File: config.mk
export PLATFORM = sky130hd
export DESIGN_NAME = core2axi_mo_flat
export DESIGN_NICKNAME = d
export VERILOG_FILES = /design/src/rtl/core2axi_pkg.sv /design/src/rtl/axi_bus.sv /design/src/rtl/core2axi_order_fifo.sv /design/src/rtl/core2axi_mo.sv /design/src/flat_wrapper.sv
export SDC_FILE = /design/constraint.sdc
export NUM_CORES = 1
export LEC_CHECK = 0
export BUFFER_PORTS_ARGS = -buffer_cell sky130_fd_sc_hd__buf_2
export CAP_MARGIN = 20
export CORE_AREA = 2 2 166 168
export CTS_BUF_LIST = sky130_fd_sc_hd__clkbuf_16
export CTS_CLUSTER_DIAMETER = 60
export DETAILED_ROUTE_END_ITERATION = 10
export DIE_AREA = 0 0 168 170
export HOLD_SLACK_MARGIN = 0.05
export PLACE_DENSITY = 0.43
export REMOVE_ABC_BUFFERS = 1
export SYNTH_ARGS = -nofsm -noshare
export SYNTH_HDL_FRONTEND = slang
export SYNTH_HIERARCHICAL = 1
export SYNTH_SLANG_ARGS = --single-unit
File: constraint.sdc
create_clock -name clk_i -period 5.5 [get_ports clk_i]
set_input_delay 0.55 -clock clk_i [delete_from_list [all_inputs] [get_ports clk_i]]
set_output_delay 0.55 -clock clk_i [all_outputs]
set_load 0.02 [all_outputs]
File: src/rtl/core2axi_pkg.sv
// core2axi_pkg: shared AXI encodings and channel-struct typedef macros for the
// core-to-AXI bridge.
// No ports. Provides response codes, AxPROT/AxBURST encodings, an error
// decode helper, and the macros that build the AX and W payload structs.

`define CORE2AXI_TYPEDEF_AX_CHAN_T(chan_t, addr_t, id_t, user_t) \
  typedef struct packed {                                        \
    id_t         id;                                             \
    addr_t       addr;                                           \
    logic [7:0]  len;                                            \
    logic [2:0]  size;                                           \
    logic [1:0]  burst;                                          \
    logic        lock;                                           \
    logic [3:0]  cache;                                          \
    logic [2:0]  prot;                                           \
    logic [3:0]  qos;                                            \
    logic [3:0]  region;                                         \
    user_t       user;                                           \
  } chan_t;

`define CORE2AXI_TYPEDEF_W_CHAN_T(chan_t, data_t, strb_t, user_t) \
  typedef struct packed {                                        \
    data_t data;                                                 \
    strb_t strb;                                                 \
    logic  last;                                                 \
    user_t user;                                                 \
  } chan_t;

package core2axi_pkg;

  localparam logic [1:0] RESP_OKAY   = 2'b00;
  localparam logic [1:0] RESP_EXOKAY = 2'b01;
  localparam logic [1:0] RESP_SLVERR = 2'b10;
  localparam logic [1:0] RESP_DECERR = 2'b11;

  localparam logic [2:0] PROT_UNPRIV_SECURE_DATA = 3'b000;
  localparam logic [2:0] PROT_PRIVILEGED         = 3'b001;
  localparam logic [2:0] PROT_NONSECURE          = 3'b010;
  localparam logic [2:0] PROT_INSTRUCTION        = 3'b100;

  localparam logic [1:0] BURST_INCR = 2'b01;

  // SLVERR and DECERR both have bit 1 set; OKAY/EXOKAY do not.
  function automatic logic resp_is_err(input logic [1:0] resp);
    return resp[1];
  endfunction

endpackage

File: src/rtl/axi_bus.sv
// AXI_BUS: AXI4 bus interface bundle with Master and Slave modports.
// Parameters set address, data, ID and user widths; strobe width is DATA/8.

interface AXI_BUS #(
  parameter int unsigned AXI_ADDR_WIDTH = 32,
  parameter int unsigned AXI_DATA_WIDTH = 32,
  parameter int unsigned AXI_ID_WIDTH   = 16,
  parameter int unsigned AXI_USER_WIDTH = 10
);
  localparam int unsigned STRB_W = AXI_DATA_WIDTH / 8;

  logic [AXI_ID_WIDTH-1:0]   aw_id;
  logic [AXI_ADDR_WIDTH-1:0] aw_addr;
  logic [7:0]                aw_len;
  logic [2:0]                aw_size;
  logic [1:0]                aw_burst;
  logic                      aw_lock;
  logic [3:0]                aw_cache;
  logic [2:0]                aw_prot;
  logic [3:0]                aw_qos;
  logic [3:0]                aw_region;
  logic [AXI_USER_WIDTH-1:0] aw_user;
  logic                      aw_valid;
  logic                      aw_ready;

  logic [AXI_DATA_WIDTH-1:0] w_data;
  logic [STRB_W-1:0]         w_strb;
  logic                      w_last;
  logic [AXI_USER_WIDTH-1:0] w_user;
  logic                      w_valid;
  logic                      w_ready;

  logic [AXI_ID_WIDTH-1:0]   b_id;
  logic [1:0]                b_resp;
  logic [AXI_USER_WIDTH-1:0] b_user;
  logic                      b_valid;
  logic                      b_ready;

  logic [AXI_ID_WIDTH-1:0]   ar_id;
  logic [AXI_ADDR_WIDTH-1:0] ar_addr;
  logic [7:0]                ar_len;
  logic [2:0]                ar_size;
  logic [1:0]                ar_burst;
  logic                      ar_lock;
  logic [3:0]                ar_cache;
  logic [2:0]                ar_prot;
  logic [3:0]                ar_qos;
  logic [3:0]                ar_region;
  logic [AXI_USER_WIDTH-1:0] ar_user;
  logic                      ar_valid;
  logic                      ar_ready;

  logic [AXI_ID_WIDTH-1:0]   r_id;
  logic [AXI_DATA_WIDTH-1:0] r_data;
  logic [1:0]                r_resp;
  logic                      r_last;
  logic [AXI_USER_WIDTH-1:0] r_user;
  logic                      r_valid;
  logic                      r_ready;

  modport Master (
    output aw_id, aw_addr, aw_len, aw_size, aw_burst, aw_lock, aw_cache, aw_prot,
           aw_qos, aw_region, aw_user, aw_valid, input aw_ready,
    output w_data, w_strb, w_last, w_user, w_valid, input w_ready,
    input b_id, b_resp, b_user, b_valid, output b_ready,
    output ar_id, ar_addr, ar_len, ar_size, ar_burst, ar_lock, ar_cache, ar_prot,
           ar_qos, ar_region, ar_user, ar_valid, input ar_ready,
    input r_id, r_data, r_resp, r_last, r_user, r_valid, output r_ready
  );

  modport Slave (
    input aw_id, aw_addr, aw_len, aw_size, aw_burst, aw_lock, aw_cache, aw_prot,
          aw_qos, aw_region, aw_user, aw_valid, output aw_ready,
    input w_data, w_strb, w_last, w_user, w_valid, output w_ready,
    output b_id, b_resp, b_user, b_valid, input b_ready,
    input ar_id, ar_addr, ar_len, ar_size, ar_burst, ar_lock, ar_cache, ar_prot,
          ar_qos, ar_region, ar_user, ar_valid, output ar_ready,
    output r_id, r_data, r_resp, r_last, r_user, r_valid, input r_ready
  );
endinterface

File: src/rtl/core2axi_order_fifo.sv
// core2axi_order_fifo: small synchronous FIFO remembering request order.
// Ports: clk_i/rst_ni, push_i + wdata_i, pop_i, rdata_o (head entry),
// full_o, empty_o. Push while full and pop while empty are ignored.

module core2axi_order_fifo #(
  parameter int unsigned DEPTH = 4,
  parameter int unsigned WIDTH = 1
) (
  input  logic             clk_i,
  input  logic             rst_ni,
  input  logic             push_i,
  input  logic [WIDTH-1:0] wdata_i,
  input  logic             pop_i,
  output logic [WIDTH-1:0] rdata_o,
  output logic             full_o,
  output logic             empty_o
);
  localparam int unsigned PTR_W = (DEPTH > 1) ? $clog2(DEPTH) : 1;
  localparam int unsigned CNT_W = $clog2(DEPTH + 1);

  logic [WIDTH-1:0] mem_q [DEPTH];
  logic [PTR_W-1:0] wr_ptr_q, rd_ptr_q;
  logic [CNT_W-1:0] cnt_q;
  logic             push_s, pop_s;

  function automatic logic [PTR_W-1:0] ptr_inc(input logic [PTR_W-1:0] ptr);
    return (ptr == PTR_W'(DEPTH - 1)) ? PTR_W'(0) : ptr + PTR_W'(1);
  endfunction

  assign full_o  = (cnt_q == CNT_W'(DEPTH));
  assign empty_o = (cnt_q == CNT_W'(0));
  assign push_s  = push_i & ~full_o;
  assign pop_s   = pop_i & ~empty_o;
  assign rdata_o = mem_q[rd_ptr_q];

  // Storage, pointers and occupancy count.
  always_ff @(posedge clk_i or negedge rst_ni) begin
    if (!rst_ni) begin
      for (int i = 0; i < int'(DEPTH); i++) mem_q[i] <= '0;
      wr_ptr_q <= '0;
      rd_ptr_q <= '0;
      cnt_q    <= '0;
    end else begin
      if (push_s) begin
        mem_q[wr_ptr_q] <= wdata_i;
        wr_ptr_q        <= ptr_inc(wr_ptr_q);
      end
      if (pop_s) rd_ptr_q <= ptr_inc(rd_ptr_q);
      case ({push_s, pop_s})
        2'b10:   cnt_q <= cnt_q + CNT_W'(1);
        2'b01:   cnt_q <= cnt_q - CNT_W'(1);
        default: cnt_q <= cnt_q;
      endcase
    end
  end
endmodule

File: src/rtl/core2axi_mo.sv
// core2axi_mo: bridges a req/gnt/rvalid core data port to a single-beat AXI4
// master with up to MAX_OUTSTANDING transactions in flight.
// Ports: clk_i, rst_ni; core side data_req_i/data_gnt_o, data_addr_i,
// data_we_i, data_be_i, data_wdata_i, data_rvalid_o, data_rdata_o,
// data_err_o; AXI_Master (AXI_BUS.Master). Responses are returned in request
// order by back-pressuring whichever response channel is not at the head.

module core2axi_mo
  import core2axi_pkg::*;
#(
  parameter int unsigned AXI_ADDR_WIDTH  = 32,
  parameter int unsigned AXI_DATA_WIDTH  = 32,
  parameter int unsigned AXI_ID_WIDTH    = 16,
  parameter int unsigned AXI_USER_WIDTH  = 10,
  parameter int unsigned MAX_OUTSTANDING = 4,
  parameter int unsigned AXI_ID          = 0,
  parameter logic [2:0]  AXI_PROT        = 3'b000
) (
  input  logic                        clk_i,
  input  logic                        rst_ni,
  input  logic                        data_req_i,
  output logic                        data_gnt_o,
  input  logic [AXI_ADDR_WIDTH-1:0]   data_addr_i,
  input  logic                        data_we_i,
  input  logic [AXI_DATA_WIDTH/8-1:0] data_be_i,
  input  logic [AXI_DATA_WIDTH-1:0]   data_wdata_i,
  output logic                        data_rvalid_o,
  output logic [AXI_DATA_WIDTH-1:0]   data_rdata_o,
  output logic                        data_err_o,
  AXI_BUS.Master                      AXI_Master
);
  localparam int unsigned STRB_W = AXI_DATA_WIDTH / 8;
  localparam int unsigned CNT_W  = $clog2(MAX_OUTSTANDING + 1);

  typedef logic [AXI_ADDR_WIDTH-1:0] addr_t;
  typedef logic [AXI_DATA_WIDTH-1:0] data_t;
  typedef logic [STRB_W-1:0]         strb_t;
  typedef logic [AXI_ID_WIDTH-1:0]   id_t;
  typedef logic [AXI_USER_WIDTH-1:0] user_t;
  `CORE2AXI_TYPEDEF_AX_CHAN_T(ax_chan_t, addr_t, id_t, user_t)
  `CORE2AXI_TYPEDEF_W_CHAN_T(w_chan_t, data_t, strb_t, user_t)

  ax_chan_t         ax_s;
  w_chan_t          w_s;
  logic             active_q;
  logic [CNT_W-1:0] cnt_q, cnt_d;
  logic             aw_done_q, aw_done_d, w_done_q, w_done_d;
  logic             ar_pend_q, aw_pend_q, w_pend_q;
  logic             not_full_s, ar_valid_s, aw_valid_s, w_valid_s;
  logic             ar_hs_s, aw_hs_s, w_hs_s, wr_gnt_s, gnt_s;
  logic             r_ready_s, b_ready_s, r_hs_s, b_hs_s, rsp_hs_s;
  logic [0:0]       head_we_s;
  logic             fifo_empty_s, fifo_full_unused_s;
  logic             rvalid_q, err_q;
  data_t            rdata_q;
  logic             unused_s;

  // Both address channels share one payload; the core holds it until grant.
  assign ax_s = '{id: id_t'(AXI_ID), addr: data_addr_i, len: 8'd0,
                  size: 3'($clog2(STRB_W)), burst: BURST_INCR, lock: 1'b0,
                  cache: 4'd0, prot: AXI_PROT, qos: 4'd0, region: 4'd0, user: '0};
  assign w_s  = '{data: data_wdata_i, strb: data_be_i, last: 1'b1, user: '0};

  assign not_full_s = (cnt_q < CNT_W'(MAX_OUTSTANDING));

  // Channel valids, handshakes, grant and outstanding-counter next state.
  // A pending VALID ignores the counter so it can never be withdrawn.
  always_comb begin
    ar_valid_s = active_q & data_req_i & ~data_we_i & (not_full_s | ar_pend_q);
    aw_valid_s = active_q & data_req_i & data_we_i & ~aw_done_q & (not_full_s | aw_pend_q);
    w_valid_s  = active_q & data_req_i & data_we_i & ~w_done_q & (not_full_s | w_pend_q);
    ar_hs_s    = ar_valid_s & AXI_Master.ar_ready;
    aw_hs_s    = aw_valid_s & AXI_Master.aw_ready;
    w_hs_s     = w_valid_s & AXI_Master.w_ready;
    wr_gnt_s   = (aw_done_q | aw_hs_s) & (w_done_q | w_hs_s);
    gnt_s      = ar_hs_s | wr_gnt_s;
    aw_done_d  = wr_gnt_s ? 1'b0 : (aw_done_q | aw_hs_s);
    w_done_d   = wr_gnt_s ? 1'b0 : (w_done_q | w_hs_s);

    r_ready_s  = active_q & ~fifo_empty_s & ~head_we_s[0];
    b_ready_s  = active_q & ~fifo_empty_s & head_we_s[0];
    r_hs_s     = r_ready_s & AXI_Master.r_valid;
    b_hs_s     = b_ready_s & AXI_Master.b_valid;
    rsp_hs_s   = r_hs_s | b_hs_s;

    case ({gnt_s, rsp_hs_s})
      2'b10:   cnt_d = cnt_q + CNT_W'(1);
      2'b01:   cnt_d = cnt_q - CNT_W'(1);
      default: cnt_d = cnt_q;
    endcase
  end

  // Control state and registered core response.
  // active_q holds every VALID/READY low until the first clock after reset.
  always_ff @(posedge clk_i or negedge rst_ni) begin
    if (!rst_ni) begin
      active_q  <= 1'b0;
      cnt_q     <= '0;
      aw_done_q <= 1'b0;
      w_done_q  <= 1'b0;
      ar_pend_q <= 1'b0;
      aw_pend_q <= 1'b0;
      w_pend_q  <= 1'b0;
      rvalid_q  <= 1'b0;
      rdata_q   <= '0;
      err_q     <= 1'b0;
    end else begin
      active_q  <= 1'b1;
      cnt_q     <= cnt_d;
      aw_done_q <= aw_done_d;
      w_done_q  <= w_done_d;
      ar_pend_q <= ar_valid_s & ~AXI_Master.ar_ready;
      aw_pend_q <= aw_valid_s & ~AXI_Master.aw_ready;
      w_pend_q  <= w_valid_s & ~AXI_Master.w_ready;
      rvalid_q  <= rsp_hs_s;
      rdata_q   <= r_hs_s ? AXI_Master.r_data : '0;
      err_q     <= r_hs_s ? resp_is_err(AXI_Master.r_resp)
                          : (b_hs_s & resp_is_err(AXI_Master.b_resp));
    end
  end

  core2axi_order_fifo #(
    .DEPTH (MAX_OUTSTANDING),
    .WIDTH (1)
  ) i_order_fifo (
    .clk_i   (clk_i),
    .rst_ni  (rst_ni),
    .push_i  (gnt_s),
    .wdata_i (data_we_i),
    .pop_i   (rsp_hs_s),
    .rdata_o (head_we_s),
    .full_o  (fifo_full_unused_s),
    .empty_o (fifo_empty_s)
  );

  assign data_gnt_o    = gnt_s;
  assign data_rvalid_o = rvalid_q;
  assign data_rdata_o  = rdata_q;
  assign data_err_o    = err_q;

  assign AXI_Master.aw_id     = ax_s.id;
  assign AXI_Master.aw_addr   = ax_s.addr;
  assign AXI_Master.aw_len    = ax_s.len;
  assign AXI_Master.aw_size   = ax_s.size;
  assign AXI_Master.aw_burst  = ax_s.burst;
  assign AXI_Master.aw_lock   = ax_s.lock;
  assign AXI_Master.aw_cache  = ax_s.cache;
  assign AXI_Master.aw_prot   = ax_s.prot;
  assign AXI_Master.aw_qos    = ax_s.qos;
  assign AXI_Master.aw_region = ax_s.region;
  assign AXI_Master.aw_user   = ax_s.user;
  assign AXI_Master.aw_valid  = aw_valid_s;
  assign AXI_Master.w_data    = w_s.data;
  assign AXI_Master.w_strb    = w_s.strb;
  assign AXI_Master.w_last    = w_s.last;
  assign AXI_Master.w_user    = w_s.user;
  assign AXI_Master.w_valid   = w_valid_s;
  assign AXI_Master.b_ready   = b_ready_s;
  assign AXI_Master.ar_id     = ax_s.id;
  assign AXI_Master.ar_addr   = ax_s.addr;
  assign AXI_Master.ar_len    = ax_s.len;
  assign AXI_Master.ar_size   = ax_s.size;
  assign AXI_Master.ar_burst  = ax_s.burst;
  assign AXI_Master.ar_lock   = ax_s.lock;
  assign AXI_Master.ar_cache  = ax_s.cache;
  assign AXI_Master.ar_prot   = ax_s.prot;
  assign AXI_Master.ar_qos    = ax_s.qos;
  assign AXI_Master.ar_region = ax_s.region;
  assign AXI_Master.ar_user   = ax_s.user;
  assign AXI_Master.ar_valid  = ar_valid_s;
  assign AXI_Master.r_ready   = r_ready_s;

  // IDs, user fields, LAST and the low response bit carry no information here.
  assign unused_s = ^{AXI_Master.r_id, AXI_Master.r_last, AXI_Master.r_user,
                      AXI_Master.b_id, AXI_Master.b_user, fifo_full_unused_s};
endmodule
File: src/flat_wrapper.sv
// flat-port wrapper written by rule: the top's interface ports become plain ports
module core2axi_mo_flat import core2axi_pkg::*;
#(
  parameter int unsigned AXI_ADDR_WIDTH  = 32,
  parameter int unsigned AXI_DATA_WIDTH  = 32,
  parameter int unsigned AXI_ID_WIDTH    = 16,
  parameter int unsigned AXI_USER_WIDTH  = 10,
  parameter int unsigned MAX_OUTSTANDING = 4,
  parameter int unsigned AXI_ID          = 0,
  parameter logic [2:0]  AXI_PROT        = 3'b000
)
  (clk_i, rst_ni, data_req_i, data_gnt_o, data_addr_i, data_we_i, data_be_i, data_wdata_i, data_rvalid_o, data_rdata_o, data_err_o, AXI_Master_aw_id, AXI_Master_aw_addr, AXI_Master_aw_len, AXI_Master_aw_size, AXI_Master_aw_burst, AXI_Master_aw_lock, AXI_Master_aw_cache, AXI_Master_aw_prot, AXI_Master_aw_qos, AXI_Master_aw_region, AXI_Master_aw_user, AXI_Master_aw_valid, AXI_Master_aw_ready, AXI_Master_w_data, AXI_Master_w_strb, AXI_Master_w_last, AXI_Master_w_user, AXI_Master_w_valid, AXI_Master_w_ready, AXI_Master_b_id, AXI_Master_b_resp, AXI_Master_b_user, AXI_Master_b_valid, AXI_Master_b_ready, AXI_Master_ar_id, AXI_Master_ar_addr, AXI_Master_ar_len, AXI_Master_ar_size, AXI_Master_ar_burst, AXI_Master_ar_lock, AXI_Master_ar_cache, AXI_Master_ar_prot, AXI_Master_ar_qos, AXI_Master_ar_region, AXI_Master_ar_user, AXI_Master_ar_valid, AXI_Master_ar_ready, AXI_Master_r_id, AXI_Master_r_data, AXI_Master_r_resp, AXI_Master_r_last, AXI_Master_r_user, AXI_Master_r_valid, AXI_Master_r_ready);
  AXI_BUS #(.AXI_ADDR_WIDTH(AXI_ADDR_WIDTH), .AXI_DATA_WIDTH(AXI_DATA_WIDTH), .AXI_ID_WIDTH(AXI_ID_WIDTH), .AXI_USER_WIDTH(AXI_USER_WIDTH)) AXI_Master_i ();
  input  logic clk_i;
  input  logic rst_ni;
  input  logic data_req_i;
  output logic data_gnt_o;
  input  logic [AXI_ADDR_WIDTH-1:0] data_addr_i;
  input  logic data_we_i;
  input  logic [AXI_DATA_WIDTH/8-1:0] data_be_i;
  input  logic [AXI_DATA_WIDTH-1:0] data_wdata_i;
  output logic data_rvalid_o;
  output logic [AXI_DATA_WIDTH-1:0] data_rdata_o;
  output logic data_err_o;
  output wire logic [$bits(AXI_Master_i.aw_id)-1:0] AXI_Master_aw_id;
  output wire logic [$bits(AXI_Master_i.aw_addr)-1:0] AXI_Master_aw_addr;
  output wire logic [$bits(AXI_Master_i.aw_len)-1:0] AXI_Master_aw_len;
  output wire logic [$bits(AXI_Master_i.aw_size)-1:0] AXI_Master_aw_size;
  output wire logic [$bits(AXI_Master_i.aw_burst)-1:0] AXI_Master_aw_burst;
  output wire logic [$bits(AXI_Master_i.aw_lock)-1:0] AXI_Master_aw_lock;
  output wire logic [$bits(AXI_Master_i.aw_cache)-1:0] AXI_Master_aw_cache;
  output wire logic [$bits(AXI_Master_i.aw_prot)-1:0] AXI_Master_aw_prot;
  output wire logic [$bits(AXI_Master_i.aw_qos)-1:0] AXI_Master_aw_qos;
  output wire logic [$bits(AXI_Master_i.aw_region)-1:0] AXI_Master_aw_region;
  output wire logic [$bits(AXI_Master_i.aw_user)-1:0] AXI_Master_aw_user;
  output wire logic [$bits(AXI_Master_i.aw_valid)-1:0] AXI_Master_aw_valid;
  input wire logic [$bits(AXI_Master_i.aw_ready)-1:0] AXI_Master_aw_ready;
  output wire logic [$bits(AXI_Master_i.w_data)-1:0] AXI_Master_w_data;
  output wire logic [$bits(AXI_Master_i.w_strb)-1:0] AXI_Master_w_strb;
  output wire logic [$bits(AXI_Master_i.w_last)-1:0] AXI_Master_w_last;
  output wire logic [$bits(AXI_Master_i.w_user)-1:0] AXI_Master_w_user;
  output wire logic [$bits(AXI_Master_i.w_valid)-1:0] AXI_Master_w_valid;
  input wire logic [$bits(AXI_Master_i.w_ready)-1:0] AXI_Master_w_ready;
  input wire logic [$bits(AXI_Master_i.b_id)-1:0] AXI_Master_b_id;
  input wire logic [$bits(AXI_Master_i.b_resp)-1:0] AXI_Master_b_resp;
  input wire logic [$bits(AXI_Master_i.b_user)-1:0] AXI_Master_b_user;
  input wire logic [$bits(AXI_Master_i.b_valid)-1:0] AXI_Master_b_valid;
  output wire logic [$bits(AXI_Master_i.b_ready)-1:0] AXI_Master_b_ready;
  output wire logic [$bits(AXI_Master_i.ar_id)-1:0] AXI_Master_ar_id;
  output wire logic [$bits(AXI_Master_i.ar_addr)-1:0] AXI_Master_ar_addr;
  output wire logic [$bits(AXI_Master_i.ar_len)-1:0] AXI_Master_ar_len;
  output wire logic [$bits(AXI_Master_i.ar_size)-1:0] AXI_Master_ar_size;
  output wire logic [$bits(AXI_Master_i.ar_burst)-1:0] AXI_Master_ar_burst;
  output wire logic [$bits(AXI_Master_i.ar_lock)-1:0] AXI_Master_ar_lock;
  output wire logic [$bits(AXI_Master_i.ar_cache)-1:0] AXI_Master_ar_cache;
  output wire logic [$bits(AXI_Master_i.ar_prot)-1:0] AXI_Master_ar_prot;
  output wire logic [$bits(AXI_Master_i.ar_qos)-1:0] AXI_Master_ar_qos;
  output wire logic [$bits(AXI_Master_i.ar_region)-1:0] AXI_Master_ar_region;
  output wire logic [$bits(AXI_Master_i.ar_user)-1:0] AXI_Master_ar_user;
  output wire logic [$bits(AXI_Master_i.ar_valid)-1:0] AXI_Master_ar_valid;
  input wire logic [$bits(AXI_Master_i.ar_ready)-1:0] AXI_Master_ar_ready;
  input wire logic [$bits(AXI_Master_i.r_id)-1:0] AXI_Master_r_id;
  input wire logic [$bits(AXI_Master_i.r_data)-1:0] AXI_Master_r_data;
  input wire logic [$bits(AXI_Master_i.r_resp)-1:0] AXI_Master_r_resp;
  input wire logic [$bits(AXI_Master_i.r_last)-1:0] AXI_Master_r_last;
  input wire logic [$bits(AXI_Master_i.r_user)-1:0] AXI_Master_r_user;
  input wire logic [$bits(AXI_Master_i.r_valid)-1:0] AXI_Master_r_valid;
  output wire logic [$bits(AXI_Master_i.r_ready)-1:0] AXI_Master_r_ready;
  assign AXI_Master_aw_id = AXI_Master_i.aw_id;
  assign AXI_Master_aw_addr = AXI_Master_i.aw_addr;
  assign AXI_Master_aw_len = AXI_Master_i.aw_len;
  assign AXI_Master_aw_size = AXI_Master_i.aw_size;
  assign AXI_Master_aw_burst = AXI_Master_i.aw_burst;
  assign AXI_Master_aw_lock = AXI_Master_i.aw_lock;
  assign AXI_Master_aw_cache = AXI_Master_i.aw_cache;
  assign AXI_Master_aw_prot = AXI_Master_i.aw_prot;
  assign AXI_Master_aw_qos = AXI_Master_i.aw_qos;
  assign AXI_Master_aw_region = AXI_Master_i.aw_region;
  assign AXI_Master_aw_user = AXI_Master_i.aw_user;
  assign AXI_Master_aw_valid = AXI_Master_i.aw_valid;
  assign AXI_Master_i.aw_ready = AXI_Master_aw_ready;
  assign AXI_Master_w_data = AXI_Master_i.w_data;
  assign AXI_Master_w_strb = AXI_Master_i.w_strb;
  assign AXI_Master_w_last = AXI_Master_i.w_last;
  assign AXI_Master_w_user = AXI_Master_i.w_user;
  assign AXI_Master_w_valid = AXI_Master_i.w_valid;
  assign AXI_Master_i.w_ready = AXI_Master_w_ready;
  assign AXI_Master_i.b_id = AXI_Master_b_id;
  assign AXI_Master_i.b_resp = AXI_Master_b_resp;
  assign AXI_Master_i.b_user = AXI_Master_b_user;
  assign AXI_Master_i.b_valid = AXI_Master_b_valid;
  assign AXI_Master_b_ready = AXI_Master_i.b_ready;
  assign AXI_Master_ar_id = AXI_Master_i.ar_id;
  assign AXI_Master_ar_addr = AXI_Master_i.ar_addr;
  assign AXI_Master_ar_len = AXI_Master_i.ar_len;
  assign AXI_Master_ar_size = AXI_Master_i.ar_size;
  assign AXI_Master_ar_burst = AXI_Master_i.ar_burst;
  assign AXI_Master_ar_lock = AXI_Master_i.ar_lock;
  assign AXI_Master_ar_cache = AXI_Master_i.ar_cache;
  assign AXI_Master_ar_prot = AXI_Master_i.ar_prot;
  assign AXI_Master_ar_qos = AXI_Master_i.ar_qos;
  assign AXI_Master_ar_region = AXI_Master_i.ar_region;
  assign AXI_Master_ar_user = AXI_Master_i.ar_user;
  assign AXI_Master_ar_valid = AXI_Master_i.ar_valid;
  assign AXI_Master_i.ar_ready = AXI_Master_ar_ready;
  assign AXI_Master_i.r_id = AXI_Master_r_id;
  assign AXI_Master_i.r_data = AXI_Master_r_data;
  assign AXI_Master_i.r_resp = AXI_Master_r_resp;
  assign AXI_Master_i.r_last = AXI_Master_r_last;
  assign AXI_Master_i.r_user = AXI_Master_r_user;
  assign AXI_Master_i.r_valid = AXI_Master_r_valid;
  assign AXI_Master_r_ready = AXI_Master_i.r_ready;
  core2axi_mo #(.AXI_ADDR_WIDTH(AXI_ADDR_WIDTH), .AXI_DATA_WIDTH(AXI_DATA_WIDTH), .AXI_ID_WIDTH(AXI_ID_WIDTH), .AXI_USER_WIDTH(AXI_USER_WIDTH), .MAX_OUTSTANDING(MAX_OUTSTANDING), .AXI_ID(AXI_ID), .AXI_PROT(AXI_PROT)) u_core (.clk_i(clk_i), .rst_ni(rst_ni), .data_req_i(data_req_i), .data_gnt_o(data_gnt_o), .data_addr_i(data_addr_i), .data_we_i(data_we_i), .data_be_i(data_be_i), .data_wdata_i(data_wdata_i), .data_rvalid_o(data_rvalid_o), .data_rdata_o(data_rdata_o), .data_err_o(data_err_o), .AXI_Master(AXI_Master_i));
endmodule
==> out/summary.txt <==
Synth Flop Type: dfrtp_1
Flops & latches, synth: 54
Routed length per placed instance: 23.90 um
GR Overflow Total: 0
Critical path startpoint category: flip-flop
Setup Viol. Count Final: 0
Area Growth Syn to Fin: -6.024%
Vias in the first global route: 1813
Drt total wl: 17330 um
CTS Buf Count: 5
Critical path class: reg2reg
Mapped Area: 0.003884 mm2
Hold Slack: 380.7 ps
Clk root buf: clkbuf_16
Top-Level Pins: 427
Final cell count without fillers: 725
Crit path time final: 3086 ps
Post-CTS Resized: 0
Vias per cell: 2.771
Via count: 2009
CP max FO: 33
Fillers: 3000
Clk pin slew, worst setup/hold paths: 80 ps
Yosys cell types: 32
Clk_lat worst skew: 310 ps
Transition time at the pin with the least slew margin: 745.7 ps
Port Buffers: 82
Pwr Density: 406.0 mW/mm2
Hold Fails Final Rpt: 0
DP Wirelength: 15630 um
Initial antenna violation count: 0
DIE AREA: 0.02856 mm2
H-tree levels: 2
Initial Utilization: 14.57%
Critical Path RT: 5730 ps
Leakage: 1.954 nW
Core area: 0.02665 mm2
RSZ-0062 raised after global routing: no
Worst min path class: in2async
Fmax: 324.1 MHz
Starting DRT DRC Count: 41
Synthesized instance count: 397
Sequential share of the synthesized area: 34.79%
WP buf/inv: 3
Clk buf depth: 2
Worst path slowest cell: mux4_2
Setup crit end kind: flip-flop
Setup TNS: 0 ps
Clock sinks: 54
FP Rows: 60
Status: finished, final reports clean
CTS tree: done
DRC errors left: 0
Drt pass-1 iters: 4
Slew Limit Headroom: 50.28%
First-pass GRT wire length: 20730 um
Cells after DPL: 717
DIE WIDTH: 168 um
CP top delay family: multiplexers
Slowest stage delay, CP: 640 ps
Antenna fix cells: 0
Number of enable flip-flop cells after synthesis: 0
Die Y: 170 um
Max-slew violation count: 0
CP arrival: 3320 ps
Share of cells above drive strength 1: 29.43%
Post-CTS setup buffers: 0
Max VDD drop: 132.5 uV
Antenna Nets Post-Route: 0
CTS Hold Buffers Added: 0
Tot GR Track Use: 11.71%
CP cell instances: mux4_2 -> nor3b_4 -> buf_4 -> a21o_2 -> nand2b_1 -> inv_1 -> ha_1 -> inv_1 -> fa_1 -> xor2_1 -> nor2_1 -> xor2_1
Fin crit share: 56.10%
Post-Syn Area per Cell: 9.783 um2
Max Cap Viol: 0
Skew final: 9.574 ps
Largest net degree at the start of global routing: 55
GPL Wtd Cong: 0.7581
Async SR Flop Fraction: 100.0%
Layout Nets: 558
Synth warn: 6
-- cell families after synthesis --
family          share of synthesized area, %
buf+inv                                44.85
simple gates                           11.05
flops                                  34.79
compound gates                         2.287
fa+ha+maj                              3.286
xor+xnor                               1.353
mux                                    2.191
other cells                           0.1934
-- sequential cells by signal, indices dropped and copies added, names as in the netlist --
register / count
u_core/active_q: 1
u_core/ar_pend_q: 1
u_core/aw_done_q: 1
u_core/aw_pend_q: 1
u_core/cnt_q: 3
u_core/data_err_o: 1
u_core/data_rdata_o: 32
u_core/data_rvalid_o: 1
u_core/i_order_fifo/cnt_q: 3
u_core/i_order_fifo/mem_q: 4
u_core/i_order_fifo/rd_ptr_q: 2
u_core/i_order_fifo/wr_ptr_q: 2
u_core/w_done_q: 1
u_core/w_pend_q: 1
-- power breakdown --
group	internal [W]	switching, W	leakage (nW)
clock network	0.000216	0.000167	0.0818
registers	0.000492	0.0000626	0.713
logic	0.000203	0.000341	1.16
total	0.000911	0.000571	1.95
-- cell usage in the layout (no fill, tap or decap) --
| cell | instances |
|---|---|
| o21ai_0 | 8 |
| a21oi_1 | 1 |
| o21ai_1 | 1 |
| nand2b_1 | 4 |
| mux2i_1 | 1 |
| inv_1 | 10 |
| mux2_2 | 2 |
| a31oi_1 | 2 |
| clkbuf_16 | 5 |
| nand3_1 | 2 |
| nor3_1 | 4 |
| nor3b_4 | 2 |
| fa_1 | 2 |
| buf_4 | 2 |
| nor2_1 | 8 |
| nor4_1 | 1 |
| a21o_2 | 1 |
| clkinv_1 | 1 |
| o2bb2ai_1 | 1 |
| nand2_1 | 12 |
| and2_1 | 20 |
| nor2b_1 | 3 |
| xnor2_1 | 2 |
| nand2b_4 | 1 |
| bufinv_16 | 1 |
| inv_6 | 1 |
| a2bb2oi_1 | 1 |
| dfrtp_1 | 54 |
| mux4_2 | 1 |
| and2_2 | 12 |
| conb_1 | 122 |
| mux2_4 | 2 |
| ha_1 | 7 |
| xor2_1 | 4 |
| and3_2 | 1 |
| buf_2 | 82 |
-- final timing paths --
path                                                             start                                           to  slack, ps  cells past startpoint
max                        u_core/i_order_fifo/rd_ptr_q[0]$_DFFE_PN0P_     u_core/i_order_fifo/cnt_q[2]$_DFFE_PN0P_       2410                     12
min                                                             rst_ni            u_core/data_rdata_o[29]$_DFF_PN0_        380                      2
max reg2reg                u_core/i_order_fifo/rd_ptr_q[0]$_DFFE_PN0P_     u_core/i_order_fifo/cnt_q[2]$_DFFE_PN0P_       2410                     12
min reg2reg                                  u_core/w_done_q$_DFF_PN0_                    u_core/w_pend_q$_DFF_PN0_        470                      1
max in group asynchronous                                       rst_ni  u_core/i_order_fifo/wr_ptr_q[0]$_DFFE_PN0P_       4610                      2
min in group clk_i                                  AXI_Master_w_ready                    u_core/w_pend_q$_DFF_PN0_        410                      2
-- cell usage after synthesis, types with 3 or more instances --
library cell | number | area (um2)
and2_1 | 20 | 125.1
o21ai_0 | 8 | 40.04
buf_4 | 221 | 1659
ha_1 | 7 | 87.58
dfrtp_1 | 54 | 1351
nor2b_1 | 3 | 18.77
and2_2 | 12 | 90.09
nor2_1 | 8 | 30.03
xor2_1 | 4 | 35.03
nand2_1 | 12 | 45.04
nand2b_1 | 4 | 25.02
inv_1 | 10 | 37.54
nor3_1 | 4 | 20.02
buf_6 | 4 | 45.04
-- cell type report --
cell class	count	area (um2)	area share, %
Multi-Input combinational cell	228	1241	34.01
Tap cell	341	426.7	11.69
Sequential cell	54	1351	37.02
Timing Repair Buffer	84	425.4	11.66
Clock buffer	5	125.1	3.428
Inverter	10	37.54	1.028
Clock inverter	3	42.54	1.166
-- routing by layer --
layer	track usage [%]	part of all wire (%)
met5	0.5217	0
met3	17.63	33
met2	17.43	43
met4	3.894	3.1
met1	7.423	21
-- worst register-to-register path, stage by stage (launching register included) --
cell	delay, ps
dfrtp_1	420
mux4_2	640
nor3b_4	200
buf_4	310
a21o_2	220
nand2b_1	130
inv_1	70
ha_1	180
inv_1	60
fa_1	370
xor2_1	150
nor2_1	110
xor2_1	150
-- through the flow --
step	cell area, um2	setup slack (ps)	util (%)	power [W]
after floorplan	2630	2651	-	0.0009477
after global placement	3482	2369	13.07	0.001106
after detailed placement	3482	2358	13.07	0.001112
after CTS	3650	2368	13.69	0.001515
after global routing	3650	2189	13.69	0.001590
final	3650	2415	13.69	0.001482
Note: power is estimated with default switching activity, not from simulation.
